### src/rtl/div_unit_pkg.sv
// Shared types and constants for the radix-2 restoring divider (HI/LO producer).
package div_unit_pkg;
  localparam int RegBusW       = 32;
  localparam int DoubleRegBusW = 2 * RegBusW;

  typedef logic [RegBusW-1:0]       RegBus;
  typedef logic [DoubleRegBusW-1:0] DoubleRegBus;

  localparam logic  RstEnable         = 1'b0;
  localparam RegBus ZeroWord          = '0;
  localparam logic  DivResultReady    = 1'b1;
  localparam logic  DivResultNotReady = 1'b0;
  localparam logic  DivStart          = 1'b1;
  localparam logic  DivStop           = 1'b0;

  typedef enum logic [1:0] {
    DivFree   = 2'b00,
    DivByZero = 2'b01,
    DivOn     = 2'b10,
    DivEnd    = 2'b11
  } div_state_e;
endpackage

### src/rtl/div_unit_if.sv
// EX-stage <-> divider handshake and HI/LO result bus.
interface div_unit_if #(parameter int DW = 32) ();
  logic          start_i;
  logic          annul_i;
  logic          signed_div_i;
  logic [DW-1:0] opdata1_i;
  logic [DW-1:0] opdata2_i;
  logic [DW-1:0] hi_o;
  logic [DW-1:0] lo_o;
  logic          whilo_o;
  logic          ready_o;
  logic          stallreq_o;

  modport master (
    output start_i, annul_i, signed_div_i, opdata1_i, opdata2_i,
    input  hi_o, lo_o, whilo_o, ready_o, stallreq_o
  );

  modport slave (
    input  start_i, annul_i, signed_div_i, opdata1_i, opdata2_i,
    output hi_o, lo_o, whilo_o, ready_o, stallreq_o
  );
endinterface

### src/rtl/div_unit_step.sv
// One restoring iteration: compare shifted partial remainder with divisor magnitude.
module div_step #(parameter int DW = 32) (
  input  logic [DW:0]   i_rem,
  input  logic [DW-1:0] i_dvs,
  output logic [DW-1:0] o_rem,
  output logic          o_qbit
);
  logic [DW-1:0] w_diff;

  // When the subtraction succeeds the true difference is < divisor, so DW bits suffice.
  assign o_qbit = (i_rem >= {1'b0, i_dvs});
  assign w_diff = i_rem[DW-1:0] - i_dvs;
  assign o_rem  = o_qbit ? w_diff : i_rem[DW-1:0];
endmodule

### src/rtl/div_unit.sv
// Multi-cycle radix-2 restoring DIV/DIVU unit; remainder to HI, quotient to LO.
// Optional DIV_EARLY_OUT_EN: skip iterations when |dividend| < |divisor|.
module div_unit
  import div_unit_pkg::*;
#(
  parameter int DW    = RegBusW,
  parameter int CNT_W = 6
) (
  input  logic       clk,
  input  logic       rst,
  div_unit_if.slave  bus
);
  div_state_e    r_state, w_next;
  logic [CNT_W-1:0] r_cnt;
  logic [DW-1:0] r_rem, r_quo, r_dvs, r_hi, r_lo;
  logic          r_neg1, r_neg2, r_first;

  logic          w_go, w_neg1, w_neg2, w_div0, w_early, w_last;
  logic [DW-1:0] w_mag1, w_mag2, w_step_rem, w_quo_nx, w_fin_lo, w_fin_hi;
  logic          w_qbit, w_ready, w_whilo;

  assign w_go   = (bus.start_i == DivStart) & ~bus.annul_i;
  assign w_neg1 = bus.signed_div_i & bus.opdata1_i[DW-1];
  assign w_neg2 = bus.signed_div_i & bus.opdata2_i[DW-1];
  assign w_mag1 = w_neg1 ? -bus.opdata1_i : bus.opdata1_i;
  assign w_mag2 = w_neg2 ? -bus.opdata2_i : bus.opdata2_i;
  assign w_div0 = (bus.opdata2_i == ZeroWord);
  assign w_last = (r_cnt == CNT_W'(DW-1));

`ifdef DIV_EARLY_OUT_EN
  assign w_early = (w_mag1 < w_mag2);
`else
  assign w_early = 1'b0;
`endif

  div_step #(.DW(DW)) u_step (
    .i_rem  ({r_rem, r_quo[DW-1]}),
    .i_dvs  (r_dvs),
    .o_rem  (w_step_rem),
    .o_qbit (w_qbit)
  );

  // Final iteration's result feeds sign correction directly so END holds corrected values.
  assign w_quo_nx = {r_quo[DW-2:0], w_qbit};
  assign w_fin_lo = (r_neg1 ^ r_neg2) ? -w_quo_nx : w_quo_nx;
  assign w_fin_hi = r_neg1 ? -w_step_rem : w_step_rem;

  always_ff @(posedge clk) begin
    if (rst == RstEnable) r_state <= DivFree;
    else                  r_state <= w_next;
  end

  always_comb begin
    w_next = r_state;
    case (r_state)
      DivFree: begin
        if (w_go) begin
          if (w_div0)       w_next = DivByZero;
          else if (w_early) w_next = DivEnd;
          else              w_next = DivOn;
        end
      end
      DivByZero: w_next = bus.annul_i ? DivFree : DivEnd;
      DivOn: begin
        if (bus.annul_i) w_next = DivFree;
        else if (w_last) w_next = DivEnd;
      end
      DivEnd: begin
        if (bus.annul_i || bus.start_i == DivStop) w_next = DivFree;
      end
      default: w_next = DivFree;
    endcase
  end

  always_comb begin
    w_ready = DivResultNotReady;
    w_whilo = 1'b0;
    if (r_state == DivEnd) begin
      w_ready = DivResultReady;
      w_whilo = r_first & ~bus.annul_i;
    end
  end

  always_ff @(posedge clk) begin
    if (rst == RstEnable) begin
      r_cnt   <= '0;
      r_rem   <= '0;
      r_quo   <= '0;
      r_dvs   <= '0;
      r_hi    <= '0;
      r_lo    <= '0;
      r_neg1  <= 1'b0;
      r_neg2  <= 1'b0;
      r_first <= 1'b0;
    end else begin
      r_first <= 1'b0;
      case (r_state)
        DivFree: begin
          if (w_go) begin
            r_neg1 <= w_neg1;
            r_neg2 <= w_neg2;
            r_dvs  <= w_mag2;
            r_quo  <= w_mag1;
            r_rem  <= '0;
            r_cnt  <= '0;
            if (!w_div0 && w_early) begin
              r_hi    <= bus.opdata1_i;
              r_lo    <= ZeroWord;
              r_first <= 1'b1;
            end
          end
        end
        DivByZero: begin
          if (!bus.annul_i) begin
            r_hi    <= ZeroWord;
            r_lo    <= ZeroWord;
            r_first <= 1'b1;
          end
        end
        DivOn: begin
          if (!bus.annul_i) begin
            r_rem <= w_step_rem;
            r_quo <= w_quo_nx;
            r_cnt <= r_cnt + 1'b1;
            if (w_last) begin
              r_hi    <= w_fin_hi;
              r_lo    <= w_fin_lo;
              r_first <= 1'b1;
            end
          end
        end
        default: ;
      endcase
    end
  end

  assign bus.hi_o       = r_hi;
  assign bus.lo_o       = r_lo;
  assign bus.ready_o    = w_ready;
  assign bus.whilo_o    = w_whilo;
  assign bus.stallreq_o = bus.start_i & ~w_ready & ~bus.annul_i;
endmodule

### src/flat_wrapper.sv
// flat-port wrapper written by rule: the top's interface ports become plain ports
module div_unit_flat import div_unit_pkg::*;
#(
  parameter int DW    = RegBusW,
  parameter int CNT_W = 6
)
  (clk, rst, bus_start_i, bus_annul_i, bus_signed_div_i, bus_opdata1_i, bus_opdata2_i, bus_hi_o, bus_lo_o, bus_whilo_o, bus_ready_o, bus_stallreq_o);
  div_unit_if #(.DW(DW)) bus_i ();
  input  logic clk;
  input  logic rst;
  input wire logic [$bits(bus_i.start_i)-1:0] bus_start_i;
  input wire logic [$bits(bus_i.annul_i)-1:0] bus_annul_i;
  input wire logic [$bits(bus_i.signed_div_i)-1:0] bus_signed_div_i;
  input wire logic [$bits(bus_i.opdata1_i)-1:0] bus_opdata1_i;
  input wire logic [$bits(bus_i.opdata2_i)-1:0] bus_opdata2_i;
  output wire logic [$bits(bus_i.hi_o)-1:0] bus_hi_o;
  output wire logic [$bits(bus_i.lo_o)-1:0] bus_lo_o;
  output wire logic [$bits(bus_i.whilo_o)-1:0] bus_whilo_o;
  output wire logic [$bits(bus_i.ready_o)-1:0] bus_ready_o;
  output wire logic [$bits(bus_i.stallreq_o)-1:0] bus_stallreq_o;
  assign bus_i.start_i = bus_start_i;
  assign bus_i.annul_i = bus_annul_i;
  assign bus_i.signed_div_i = bus_signed_div_i;
  assign bus_i.opdata1_i = bus_opdata1_i;
  assign bus_i.opdata2_i = bus_opdata2_i;
  assign bus_hi_o = bus_i.hi_o;
  assign bus_lo_o = bus_i.lo_o;
  assign bus_whilo_o = bus_i.whilo_o;
  assign bus_ready_o = bus_i.ready_o;
  assign bus_stallreq_o = bus_i.stallreq_o;
  div_unit #(.DW(DW), .CNT_W(CNT_W)) u_core (.clk(clk), .rst(rst), .bus(bus_i));
endmodule
### config.mk
export PLATFORM = sky130hd
export DESIGN_NAME = div_unit_flat
export DESIGN_NICKNAME = d
export VERILOG_FILES = /design/src/rtl/div_unit_pkg.sv /design/src/rtl/div_unit_if.sv /design/src/rtl/div_unit_step.sv /design/src/rtl/div_unit.sv /design/src/flat_wrapper.sv
export SDC_FILE = /design/constraint.sdc
export NUM_CORES = 1
export LEC_CHECK = 0
export CAP_MARGIN = 30
export CORE_ASPECT_RATIO = 0.6
export CORE_MARGIN = 4
export CORE_UTILIZATION = 62
export DETAILED_ROUTE_END_ITERATION = 10
export PLACE_DENSITY = 0.87
export SETUP_SLACK_MARGIN = 0.15
export SYNTH_ARGS = -nofsm -noshare
export SYNTH_HDL_FRONTEND = slang
export SYNTH_SLANG_ARGS = --single-unit
export TNS_END_PERCENT = 1
### constraint.sdc
create_clock -name clk -period 12 [get_ports clk]
set_input_delay 2.4 -clock clk [delete_from_list [all_inputs] [get_ports clk]]
set_output_delay 2.4 -clock clk [all_outputs]
set_load 0.05 [all_outputs]
---- Word-level counts from Yosys, hierarchy flattened ----
Index checks and enable logic that the tools add are counted.
cells by class
  reductions and logical operators ........ 9
  eq/ne operators ......................... 10
  bitwise operators ....................... 10
  div/mod/pow operators ................... 0
  magnitude comparators ................... 1
  add/subtract/negate cells ............... 6
  mux-type cells .......................... 34
  multiply operators ...................... 0
  shift operators ......................... 0
operators by type and width
  cell                                                              number
  32-bit 2-to-1 mux                                                 14
  32-bit case mux with 2 select lines                               4
  32-bit negator                                                    4
  33-bit by 32-bit greater-or-equal comparator with 1-bit output    1
  32-bit zero test                                                  1
  32-bit subtractor                                                 1
  2-bit 2-to-1 mux                                                  6
  6-bit 2-to-1 mux                                                  2
  6-bit case mux with 2 select lines                                1
  2-bit case mux with 4 select lines                                1
  6-bit by 1-bit adder with 6-bit output (second input constant)    1
  1-bit AND                                                         6
  6-bit by 5-bit == test with 1-bit output (second input constant)  1
  2-bit by 1-bit != test with 1-bit output (second input constant)  3
  3-bit AND reduction                                               2
  1-bit 2-to-1 mux                                                  5
  2-bit == test (second input constant)                             2
  2-bit != test (second input constant)                             2
  4-bit AND reduction                                               1
  2-bit nonzero test                                                2
  3-bit by 2-bit != test with 1-bit output (second input constant)  1
  1-bit NOT                                                         3
  2-bit by 1-bit == test with 1-bit output (second input constant)  1
  2-bit zero test                                                   1
  other kinds (4)                                                   4
word-level totals
  bits in registers ....................... 171
  logic and storage cells ................. 80
  output and inout port bits .............. 67
  ROM bits ................................ 0
  memories ................................ 0
  latch bits .............................. 0
  input port bits ......................... 69
  memory bits (writable) .................. 0

---- Logic depth before layout (Yosys ltp) ----
Gate-level depths: netlist of run 1.
  depth after elaboration ................. 7
  gate-level depth with buffers ........... 24
  depth with buffers taken out ............ 19

---- By module ----
A second synthesis of run 1 with hierarchy kept.
second synthesis, totals
  cell total of the unflattened synthesis .. 1511
  area, all modules ....................... 11772.5 um^2
modules (own cells, without submodules)
  module    instances  cells an instance  area each (um^2)
  div_unit  1          1178               9346.5
  div_step  1          333                2426.1

---- Worst setup path after synthesis of run 1 ----
No wires, ideal clock.
  path type ............................... input -> output
  from .................................... input port bus_annul_i
  to ...................................... output port bus_stallreq_o
  data required time ...................... 9.600 ns
  stages on the path ...................... 2
  arrival ................................. 3.723 ns
  path slack .............................. 5.877 ns
  cells stage by stage .................... clkbuf_1 > nor3_1
between the ends
  word-level cells in the longest chain between the ends .. 2
ends and longest elaborated chain
  item                line                source
  start: declaration  flat_wrapper.sv:12  input wire logic [$bits(bus_i.annul_i)-1:0] bus_annul_i;
  1-bit NOT           div_unit.sv:141     assign bus.stallreq_o = bus.start_i & ~w_ready & ~bus.annul_i;
  1-bit AND           div_unit.sv:141
  end: declaration    flat_wrapper.sv:20  output wire logic [$bits(bus_i.stallreq_o)-1:0] bus_stallreq_o;
No other way between the ends.

---- Worst setup path in the final report of run 1 ----
Ends and elaborated chain as after synthesis.

==> results by group, run 1 <==
Run status
  • Status: finished, final reports clean

Pwr
  • Pwr dens: 172 nW/um^2
  • LEAKAGE: 5.29 nW
  • Max IR drop VDD: roughly 170 uV

Floorplanning
  • DIE HEIGHT: roughly 120 um
  • Full die area: 21,800 um^2
  • Core Box Area: approximately 19,000 um^2
  • Initial Util: 0.633
  • DIE WIDTH: roughly 190 um
  • # IOs: between 100 and 150
  • Site Rows: 39

Synth
  • Seq cells post-synth: approximately 170
  • Post-Syn Nets: around 1,700
  • Mapped cell area: 12,000 um^2
  • Post-synth EDFFs: 0
  • YS warnings: 0
  • Synth Flop Type: dfxtp_1
  • Fraction of registers with async set or reset after synthesis: 0
  • Post-synthesis instance total: roughly 1,600
  • Seq/Total Area, Yosys: 0.284
  • Unique masters post-synth: between 90 and 100
  • Mapped Avg Cell Area: ~7.4 um^2

Global routing
  • Antenna violations before repair: 0
  • Largest net degree at the start of global routing: 96
  • Vias in the first global route: between 10,000 and 15,000
  • First-pass GRT wire length: 62,000 um
  • Met2 Use GR: 0.495
  • Global Route Usage Sum: 0.358
  • GR Util met1: 0.513
  • GRT Max-Usage Layer: met1
  • GRT overflow: 0
  • GR Util met3: 0.155

Min path
  • Hold Path Class: flip-flop to flip-flop
  • Hold wc startpoint: u_core.bus.hi_o[14]$_SDFFE_PN0P_

Flow run
  • Max-cap violations: 0

CTS
  • # H-tree levels: 4
  • Clock Tree Buf Depth: 2
  • Inserted Clock Buffers: 17
  • CTS tree: built
  • Clk sinks: 171
  • Clk_lat worst skew: around 0.45 ns
  • Cts hold-fix bufs: 0
  • Post-cts repair resize count: 0
  • Clock Tree Root: clkbuf_16
  • Clk slew on worst S/H paths: ~0.070 ns
  • Setup Fix Bufs, Post-CTS: 0

STA
  • Tcrit/Tclk final: 0.564
  • Worst Max-Slew Pin Slew: roughly 1.0 ns
  • Setup_tns: 0 ns
  • Min cycle time layout: 6.77 ns
  • Fin. Hold Viols: 0
  • RSZ-0062 raised after global routing: false
  • Worst Skew: 0.0113 ns
  • Max-Slew Margin vs Limit: 0.308
  • F_max: 0.148 GHz
  • Hold Slack: roughly 0.46 ns
  • Final Max Slew Viols: 0
  • Endpoints failing setup: 0

Detailed routing
  • WL final: 40,300 um
  • Post-route DRC: 0
  • Vias/cell: around 6.5
  • Drt initial violations: 1,865
  • DRT Pass-1 Iters: 7
  • Final ANT Viol Nets: 0
  • WL per Instance: between 20 and 25 um
  • Total number of vias: 12,700

Placed design
  • Port-buffer cells: around 140
  • GPL Wtd Cong: between 1 and 1.5
  • Post-detail-place hpwl: ~30,000 um

Finish
  • Layout area overhead: 16.5%
  • Multi-input logic area: ~8000 um^2
  • Antenna cell count: 0
  • Fillcell total: 1,480
  • Register area: between 3000 and 4000 um^2
  • Layout cells sized above 1: 0.0526
  • Nets: 1,810
  • Final core occ: 0.737

Critical path
  • Worst R2R Start: u_core.r_dvs[18]$_SDFFE_PN0P_
  • Worst path arrival time: between 4 and 5 ns
  • Max Fanout on Critical Path: 12
  • CP endpoint kind: primary output
  • Startpoint types: input pin
  • CP required: between 9 and 10 ns
  • Crit path from: bus_annul_i
  • Critical path class: input pin to primary output
critical path, stage by stage:
cell             delay (ns)
clkdlybuf4s50_1        0.66
nor3_1                 0.40
clkdlybuf4s50_1        0.91
flip-flops by register name, indices dropped and copies added (netlist names):
signal and count:
u_core.r_rem 32, u_core.r_first 1, u_core.bus.hi_o 32, u_core.bus.lo_o 32, u_core.r_dvs 32, u_core.r_cnt 6, u_core.r_quo 32, u_core.r_neg2 1
u_core.r_neg1 1, u_core.r_state 2
layout make-up:
type	instances	area share
clock buffer	21	0.0336
clock inverter	11	0.0113
inverter	62	0.0170
multi-input combinational	1301	0.570
sequential	171	0.244
tap	246	0.0220
timing repair buffer	145	0.102
metrics by stage:
stage	instance area, um^2	setup slack (ns)	total power [mW]	cells
final	14000	5.23	2.42	1957
after global routing	14000	5.13	2.53	1957
after CTS	14000	5.25	2.37	1957
after detailed placement	13400	5.24	1.78	1925
after global placement	13400	5.41	1.75	1925
after floorplan	12000	5.88	1.48	1628
synth_stat cells (all sizes together) (8+ instances only):
| master | number | area [um^2] |
|---|---|---|
| a22oi | 59 | 443 |
| a31oi | 14 | 87.6 |
| clkbuf | 68 | 255 |
| xnor2 | 69 | 604 |
| or3 | 23 | 149 |
| or2 | 9 | 58.8 |
| nor3 | 41 | 221 |
| inv | 62 | 235 |
| xor2 | 54 | 473 |
| o211ai | 16 | 134 |
| a211oi | 38 | 295 |
| nand3 | 26 | 135 |
| ha | 42 | 526 |
| nor2 | 214 | 803 |
| a311oi | 9 | 78.8 |
| and2 | 14 | 87.6 |
| nor2b | 8 | 50.1 |
| mux2i | 16 | 160 |
| o21ai | 117 | 589 |
| nand4 | 13 | 87.6 |
| a21oi | 128 | 674 |
| nor4 | 13 | 87.6 |
| nand2b | 14 | 87.6 |
| dfxtp | 171 | 3420 |
| or4 | 15 | 113 |
| o31ai | 20 | 164 |
| o41ai | 9 | 86.3 |
| nand2 | 210 | 810 |
| a21o | 15 | 113 |
| and3 | 11 | 68.8 |
| buf | 26 | 148 |
cell families after synthesis:
logic type,share of synthesized area
xor gates and xnor gates,0.0895
DFF,0.284
and+or+nand+nor,0.244
buffers and inverters,0.0530
muxes,0.0161
adders and majority gates,0.0453
AOI/OAI and AO/OA,0.268
per-layer routing:
metal / vias to the layer above / wire length (um)
li1: 5978 / -
met1: 5859 / 17500
met2: 769 / 15700
met3: 76 / 6290
met4: 0 / 691
met5: - / 0
path summary, 6_finish.rpt:
check / slack (ns) / depth (start not counted) / endpoint
max: 5.23 / 3 / bus_stallreq_o
min reg2reg: 0.46 / 2 / u_core.bus.hi_o[14]$_SDFFE_PN0P_
min: 0.46 / 2 / u_core.bus.hi_o[14]$_SDFFE_PN0P_
max reg2reg: 6.65 / 17 / u_core.bus.hi_o[28]$_SDFFE_PN0P_
cells in the final DEF (no fill, tap or decap), types with 8 or more instances in the layout:
master,instances
nand2b_1,14
o31ai_1,19
buf_4,10
nand2_1,207
a211oi_1,36
clkdlybuf4s50_1,135
nor4_1,12
nor3_1,39
nor2_1,212
mux2i_1,16
or4_1,15
o21ai_0,104
or2_2,8
nand4_1,12
inv_1,60
nor2b_1,8
a21o_1,15
o211ai_1,15
and2_1,14
clkbuf_16,17
xor2_1,54
o21ai_1,12
or3_1,22
ha_1,41
nand3_1,25
and3_1,11
a21oi_1,123
a22oi_1,59
a31oi_1,14
dfxtp_1,171
xnor2_1,69
a311oi_1,9
o41ai_1,8
where the power goes:
| part | total [mW] | leakage, nW | internal, mW | switching [mW] |
|---|---|---|---|---|
| clock | 0.596 | 0.298 | 0.348 | 0.248 |
| sequential | 0.673 | 1.39 | 0.616 | 0.0568 |
| combinational | 1.15 | 3.60 | 0.376 | 0.772 |
| total | 2.42 | 5.29 | 1.34 | 1.08 |
No activity file was read; power rests on OpenSTA's default activity.
==> run 2: changes to the inputs <==
--- a/config.mk
+++ b/config.mk
@@ -8,9 +8,9 @@
 export CAP_MARGIN = 30
 export CORE_ASPECT_RATIO = 0.6
 export CORE_MARGIN = 4
-export CORE_UTILIZATION = 62
+export CORE_UTILIZATION = 52
 export DETAILED_ROUTE_END_ITERATION = 10
-export PLACE_DENSITY = 0.87
+export PLACE_DENSITY = 0.78
 export SETUP_SLACK_MARGIN = 0.15
 export SYNTH_ARGS = -nofsm -noshare
 export SYNTH_HDL_FRONTEND = slang
==> constraint.sdc (replaced) <==
create_clock -name clk -period 5.6 [get_ports clk]
set_input_delay 1.12 -clock clk [delete_from_list [all_inputs] [get_ports clk]]
set_output_delay 1.12 -clock clk [all_outputs]
set_load 0.05 [all_outputs]
==> run 2 against run 1 <==
  * Clock power is 100% higher
  * Critical path depth rose by 14
  * Via count is 0.39% lower
  * Sequential share of layout area decreased by 0.16 points
  * Combinational power up 120%
  * Die area grew 18%
  * Highest routed layer unchanged
==> results by group, run 2 (synthesized netlist as in run 1, its figures left out) <==
Critical path
  • Startpoint types: flip-flop
  • Slowest stage cell, crit path: a21oi_1
  • Worst Path Buf+Inv: 1
  • CP required: between 5 and 6 ns
  • Reg2reg path depth: 17
  • CP endpoint kind: flip-flop
  • Flop2flop setup slack: around 0.49 ns
  • Worst R2R Start: u_core.r_dvs[18]$_SDFFE_PN0P_
  • Cell Chain, Critical Path: inv_1 -> ha_1 -> a21oi_1 -> o21bai_1 -> a21oi_1 -> o211a_1 -> nand2_8 -> mux2i_1 -> ha_1 -> nand2_1 -> or4_1 -> nor3_1 -> o21bai_1 -> o41ai_2 -> a21boi_1 -> xor2_1 -> o21ai_1
  • Crit path max-delay family: compound AO/OA/AOI/OAI gates
  • Worst path arrival time: between 5 and 6 ns
  • Max Fanout on Critical Path: 45
  • Critical path class: flip-flop to flip-flop
  • Crit path from: u_core.r_dvs[18]$_SDFFE_PN0P_
  • R2r endpoint: u_core.bus.hi_o[28]$_SDFFE_PN0P_
  • CP max stage delay: 0.47 ns

Finish
  • Register area: about 3400 um^2
  • Fillcell total: approximately 2,000
  • Non-Filler Instances: approximately 2,000
  • Antenna cell count: 0
  • Layout cells sized above 1: 0.0548
  • Commonest non-fill, non-tap cells in the layout: nor2_1, nand2_1, dfxtp_1, clkdlybuf4s50_1, a21oi_1
  • Final design area excluding fillers: 14,100 um^2
  • Layout area overhead: 17.2%
  • Nets: around 1,800
  • Most common cell after layout, fill and taps aside: nor2_1
  • Multi-input logic area: roughly 8000 um^2
  • Final core occ: 0.630

Detailed routing
  • Drt initial violations: 1,565
  • DRT Pass-1 Iters: 5
  • Total number of vias: approximately 13,000
  • WL per Instance: ~21 um
  • Vias/cell: around 6.2
  • Post-route DRC: 0
  • WL final: between 40,000 and 50,000 um
  • Final ANT Viol Nets: 0

STA
  • PnR worst setup slack: just under 0.5 ns
  • Max-Slew Margin vs Limit: 0.274
  • Setup_tns: 0 ns
  • RSZ-0062 raised after global routing: false
  • Worst Max-Slew Pin Slew: 1.09 ns
  • Fin. Hold Viols: 0
  • Tcrit/Tclk final: 0.913
  • Endpoints failing setup: 0
  • Final Max Slew Viols: 0
  • Hold Slack: between 0.4 and 0.5 ns
  • Worst Skew: 0.0118 ns
  • Min cycle time layout: 5.11 ns
  • F_max: ~0.20 GHz

Floorplanning
  • Site Rows: 42
  • # IOs: 136
  • DIE WIDTH: between 200 and 250 um
  • Full die area: around 26,000 um^2
  • Initial Util: 0.538
  • DIE HEIGHT: 126 um
  • Core Box Area: between 20,000 and 25,000 um^2

Placed design
  • Placed Cells: 1,991
  • Post-detail-place hpwl: ~33,000 um
  • Placement Setup Slack: between 0.6 and 0.7 ns
  • Port-buffer cells: approximately 140
  • GPL Wtd Cong: between 1 and 1.5
  • DP Area: about 14,000 um^2

Min path
  • Hold path cells: 2
  • Hold wc startpoint: u_core.bus.hi_o[29]$_SDFFE_PN0P_
  • Hold Path End: u_core.bus.hi_o[29]$_SDFFE_PN0P_
  • Hold Path Class: flip-flop to flip-flop

Pwr
  • Overall Power: between 5 and 6 mW
  • Pwr dens: roughly 370 nW/um^2
  • Max IR drop VDD: ~250 uV
  • LEAKAGE: about 5.3 nW

CTS
  • Clk slew on worst S/H paths: ~0.070 ns
  • Clock Tree Root: clkbuf_16
  • Inserted Clock Buffers: 17
  • CTS tree: built
  • Clk_lat worst skew: around 0.45 ns
  • Clock Tree Buf Depth: 2
  • Setup Fix Bufs, Post-CTS: 0
  • Clk sinks: 171
  • # H-tree levels: 4
  • Post-cts repair resize count: 0
  • Cts hold-fix bufs: 0

Global routing
  • First-pass GRT wire length: 64,800 um
  • Vias in the first global route: 11,300
  • Antenna violations before repair: 0
  • Largest net degree at the start of global routing: between 80 and 90
  • Global Route Usage Sum: 0.319
  • GRT overflow: 0

Run status
  • Status: finished, final reports clean

Flow run
  • Max-cap violations: 0
==> run 2: final cells by class <==
cell class	instances	area share
clock buffer	21	0.0326
clock inverter	11	0.00958
inverter	62	0.0168
multi-input combinational	1301	0.567
sequential	171	0.243
tap	308	0.0273
timing repair buffer	150	0.104
==> run 2: worst register-to-register path, cell delays in order, from the launching register on <==
cell and delay [ns]:
dfxtp_1 0.33, inv_1 0.05, ha_1 0.44, a21oi_1 0.38, o21bai_1 0.10, a21oi_1 0.47, o211a_1 0.47, nand2_8 0.31
mux2i_1 0.37, ha_1 0.28, nand2_1 0.10, or4_1 0.43, nor3_1 0.22, o21bai_1 0.23, o41ai_2 0.34, a21boi_1 0.23
xor2_1 0.17, o21ai_1 0.07
==> run 2: worst max path at each step <==
stage / cells past startpoint / slack [ns] / to
final: 17 / 0.49 / u_core.bus.hi_o[28]$_SDFFE_PN0P_
after global routing: 17 / 0.16 / u_core.bus.hi_o[28]$_SDFFE_PN0P_
after CTS: 17 / 0.65 / u_core.bus.hi_o[28]$_SDFFE_PN0P_
after detailed placement: 17 / 0.64 / u_core.bus.hi_o[28]$_SDFFE_PN0P_
after global placement: 17 / 0.86 / u_core.bus.hi_o[28]$_SDFFE_PN0P_
after floorplan: 23 / 1.11 / u_core.bus.hi_o[28]$_SDFFE_PN0P_
==> run 2: routing by layer <==
layer,global-route usage,routed length [um],up-vias
met5,0,0,-
li1,-,-,5995
met1,0.494,20100,5954
met4,0.0602,471,0
met2,0.400,15800,640
met3,0.142,6220,44
==> run 2: power by group <==
group	total (mW)	switching, mW	internal (mW)
Sequential	1.44	0.122	1.32
Combinational	2.50	1.69	0.815
Clock	1.22	0.533	0.688
==> run 3: changes to the inputs <==
--- a/config.mk
+++ b/config.mk
@@ -7,7 +7,6 @@
 export LEC_CHECK = 0
 export CAP_MARGIN = 30
 export CORE_ASPECT_RATIO = 0.6
-export CORE_MARGIN = 4
 export CORE_UTILIZATION = 52
 export DETAILED_ROUTE_END_ITERATION = 10
 export PLACE_DENSITY = 0.78
==> run 3 against run 2 <==
  * Final cell count rose by 0.15%
  * Sequential share of layout area fell by 0.088 points
  * Combinational power barely moved
  * Largest cell class unchanged
  * Largest power group unchanged
  * Highest routed layer unchanged
==> results by group, run 3 (synthesized netlist as in run 1, its figures left out) <==
Finish
  • Layout area overhead: 17.6%
  • Layout cells sized above 1: 0.0576
  • Non-Filler Instances: 2,027
  • Nets: roughly 1,800
  • Final core occ: 0.633
  • Commonest non-fill, non-tap cells in the layout: nor2_1, nand2_1, dfxtp_1, clkdlybuf4s50_1, a21oi_1
  • Fillcell total: between 1,500 and 2,000
  • Most common cell after layout, fill and taps aside: nor2_1

CTS
  • Clk slew on worst S/H paths: roughly 0.070 ns
  • Clk_lat worst skew: 0.45 ns
  • Inserted Clock Buffers: 17
  • Clock Tree Root: clkbuf_16
  • # H-tree levels: 4
  • Post-cts repair resize count: 0
  • Cts hold-fix bufs: 0
  • Clock Tree Buf Depth: 2
  • Setup Fix Bufs, Post-CTS: 0
  • CTS tree: built
  • Clk sinks: around 170

Min path
  • Hold Path Class: flip-flop to flip-flop
  • Hold wc startpoint: u_core.bus.hi_o[16]$_SDFFE_PN0P_

Pwr
  • LEAKAGE: around 5.3 nW
  • Pwr dens: approximately 370 nW/um^2
  • Max IR drop VDD: between 200 and 250 uV

Detailed routing
  • Final ANT Viol Nets: 0
  • WL per Instance: about 21 um
  • DRT Pass-1 Iters: 6
  • Vias/cell: about 6.3
  • Post-route DRC: 0
  • Total number of vias: approximately 13,000
  • WL final: around 42,000 um
  • Drt initial violations: roughly 1,700

Global routing
  • GRT overflow: 0
  • Antenna violations before repair: 1
  • Largest net degree at the start of global routing: just over 80
  • Global Route Usage Sum: 0.355
  • First-pass GRT wire length: approximately 64,000 um
  • Vias in the first global route: about 11,000

Floorplanning
  • DIE WIDTH: between 150 and 200 um
  • Core Box Area: ~22,000 um^2
  • # IOs: roughly 140
  • Site Rows: 42
  • Initial Util: 0.538
  • Full die area: approximately 24,000 um^2
  • DIE HEIGHT: around 120 um

STA
  • Worst Skew: between 0.01 and 0.015 ns
  • Min cycle time layout: 5.03 ns
  • Final Max Slew Viols: 0
  • Setup_tns: 0 ns
  • Fin. Hold Viols: 0
  • Max-Slew Margin vs Limit: 0.308
  • Hold Slack: 0.459 ns
  • PnR worst setup slack: roughly 0.57 ns
  • Worst Max-Slew Pin Slew: roughly 1.0 ns
  • F_max: 0.199 GHz
  • Tcrit/Tclk final: 0.899
  • Endpoints failing setup: 0
  • RSZ-0062 raised after global routing: false

Critical path
  • CP required: 5.91 ns
  • Startpoint types: flip-flop
  • Flop2flop setup slack: 0.57 ns
  • Max Fanout on Critical Path: 45
  • Worst R2R Start: u_core.r_rem[17]$_SDFFE_PN0P_
  • Worst path arrival time: around 5.4 ns
  • Crit path to: u_core.bus.hi_o[28]$_SDFFE_PN0P_
  • R2r endpoint: u_core.bus.hi_o[28]$_SDFFE_PN0P_
  • Reg2reg path depth: 16
  • Crit path from: u_core.r_rem[17]$_SDFFE_PN0P_
  • CP endpoint kind: flip-flop
  • Critical path class: flip-flop to flip-flop

Placed design
  • Port-buffer cells: ~140
  • Post-detail-place hpwl: ~32,000 um
  • GPL Wtd Cong: ~0.95
  • Placed Cells: ~2,000
  • Placement Setup Slack: 0.674 ns

Run status
  • Status: finished, final reports clean

Flow run
  • Max-cap violations: 0
[run 3: changes by cell type in the layout (fill, tap and decap cells not counted), moves of 2 or more]
cell and change:
clkbuf_1 -2, clkinv_2 +3, clkinvlp_4 -2, bufinv_16 +2, buf_4 +3
[run 3: per-stage QoR]
step           cell area [um^2]  power (mW)
6_report                  14200        5.25
5_1_grt                   14200        5.50
4_1_cts                   14200        5.14
3_5_place_dp              13500        3.85
3_3_place_gp              13500        3.82
2_1_floorplan             12000        3.16
[run 3: layer usage]
layer | share of wire | vias up | global-route usage
met4 | 0.011 | 0 | 0.0659
met5 | 0 | - | 0
li1 | - | 5983 | -
met1 | 0.46 | 6001 | 0.537
met2 | 0.37 | 736 | 0.453
met3 | 0.15 | 49 | 0.151
[run 3: final cells by class]
type | count | area (um^2) | area share
clock buffer | 18 | 439 | 0.0310
multi-input combinational | 1301 | 7990 | 0.564
sequential | 171 | 3420 | 0.242
inverter | 62 | 238 | 0.0168
tap | 308 | 385 | 0.0272
antenna | 1 | 2.50 | 0.000177
timing repair buffer | 152 | 1490 | 0.105
clock inverter | 14 | 193 | 0.0136
[run 3: worst min-delay path by stage]
stage | cells after the start | to
after CTS | 2 | u_core.bus.hi_o[14]$_SDFFE_PN0P_
after global routing | 2 | u_core.bus.hi_o[14]$_SDFFE_PN0P_
after global placement | 2 | u_core.bus.hi_o[14]$_SDFFE_PN0P_
final | 2 | u_core.bus.hi_o[16]$_SDFFE_PN0P_
after detailed placement | 2 | u_core.bus.hi_o[14]$_SDFFE_PN0P_
after floorplan | 2 | u_core.r_dvs[31]$_SDFFE_PN0P_
[run 3: worst max-delay path, cell delays in order, from the launching register on]
cell and delay [ns]:
dfxtp_1 0.45, ha_1 0.38, a21oi_1 0.39, o21bai_1 0.13, a21oi_1 0.43, o211a_2 0.43
nand2_8 0.28, mux2i_1 0.34, ha_1 0.26, nand2_1 0.12, or4_1 0.42, nor3_1 0.22
o21bai_1 0.24, o41ai_2 0.33, a21boi_1 0.23, xor2_1 0.15, o21ai_1 0.07
[run 3: power breakdown]
part	total (mW)	internal (mW)	switching, mW
clock	1.30	0.762	0.534
combinational	2.51	0.821	1.69
sequential	1.45	1.32	0.126
total	5.25	2.90	2.35
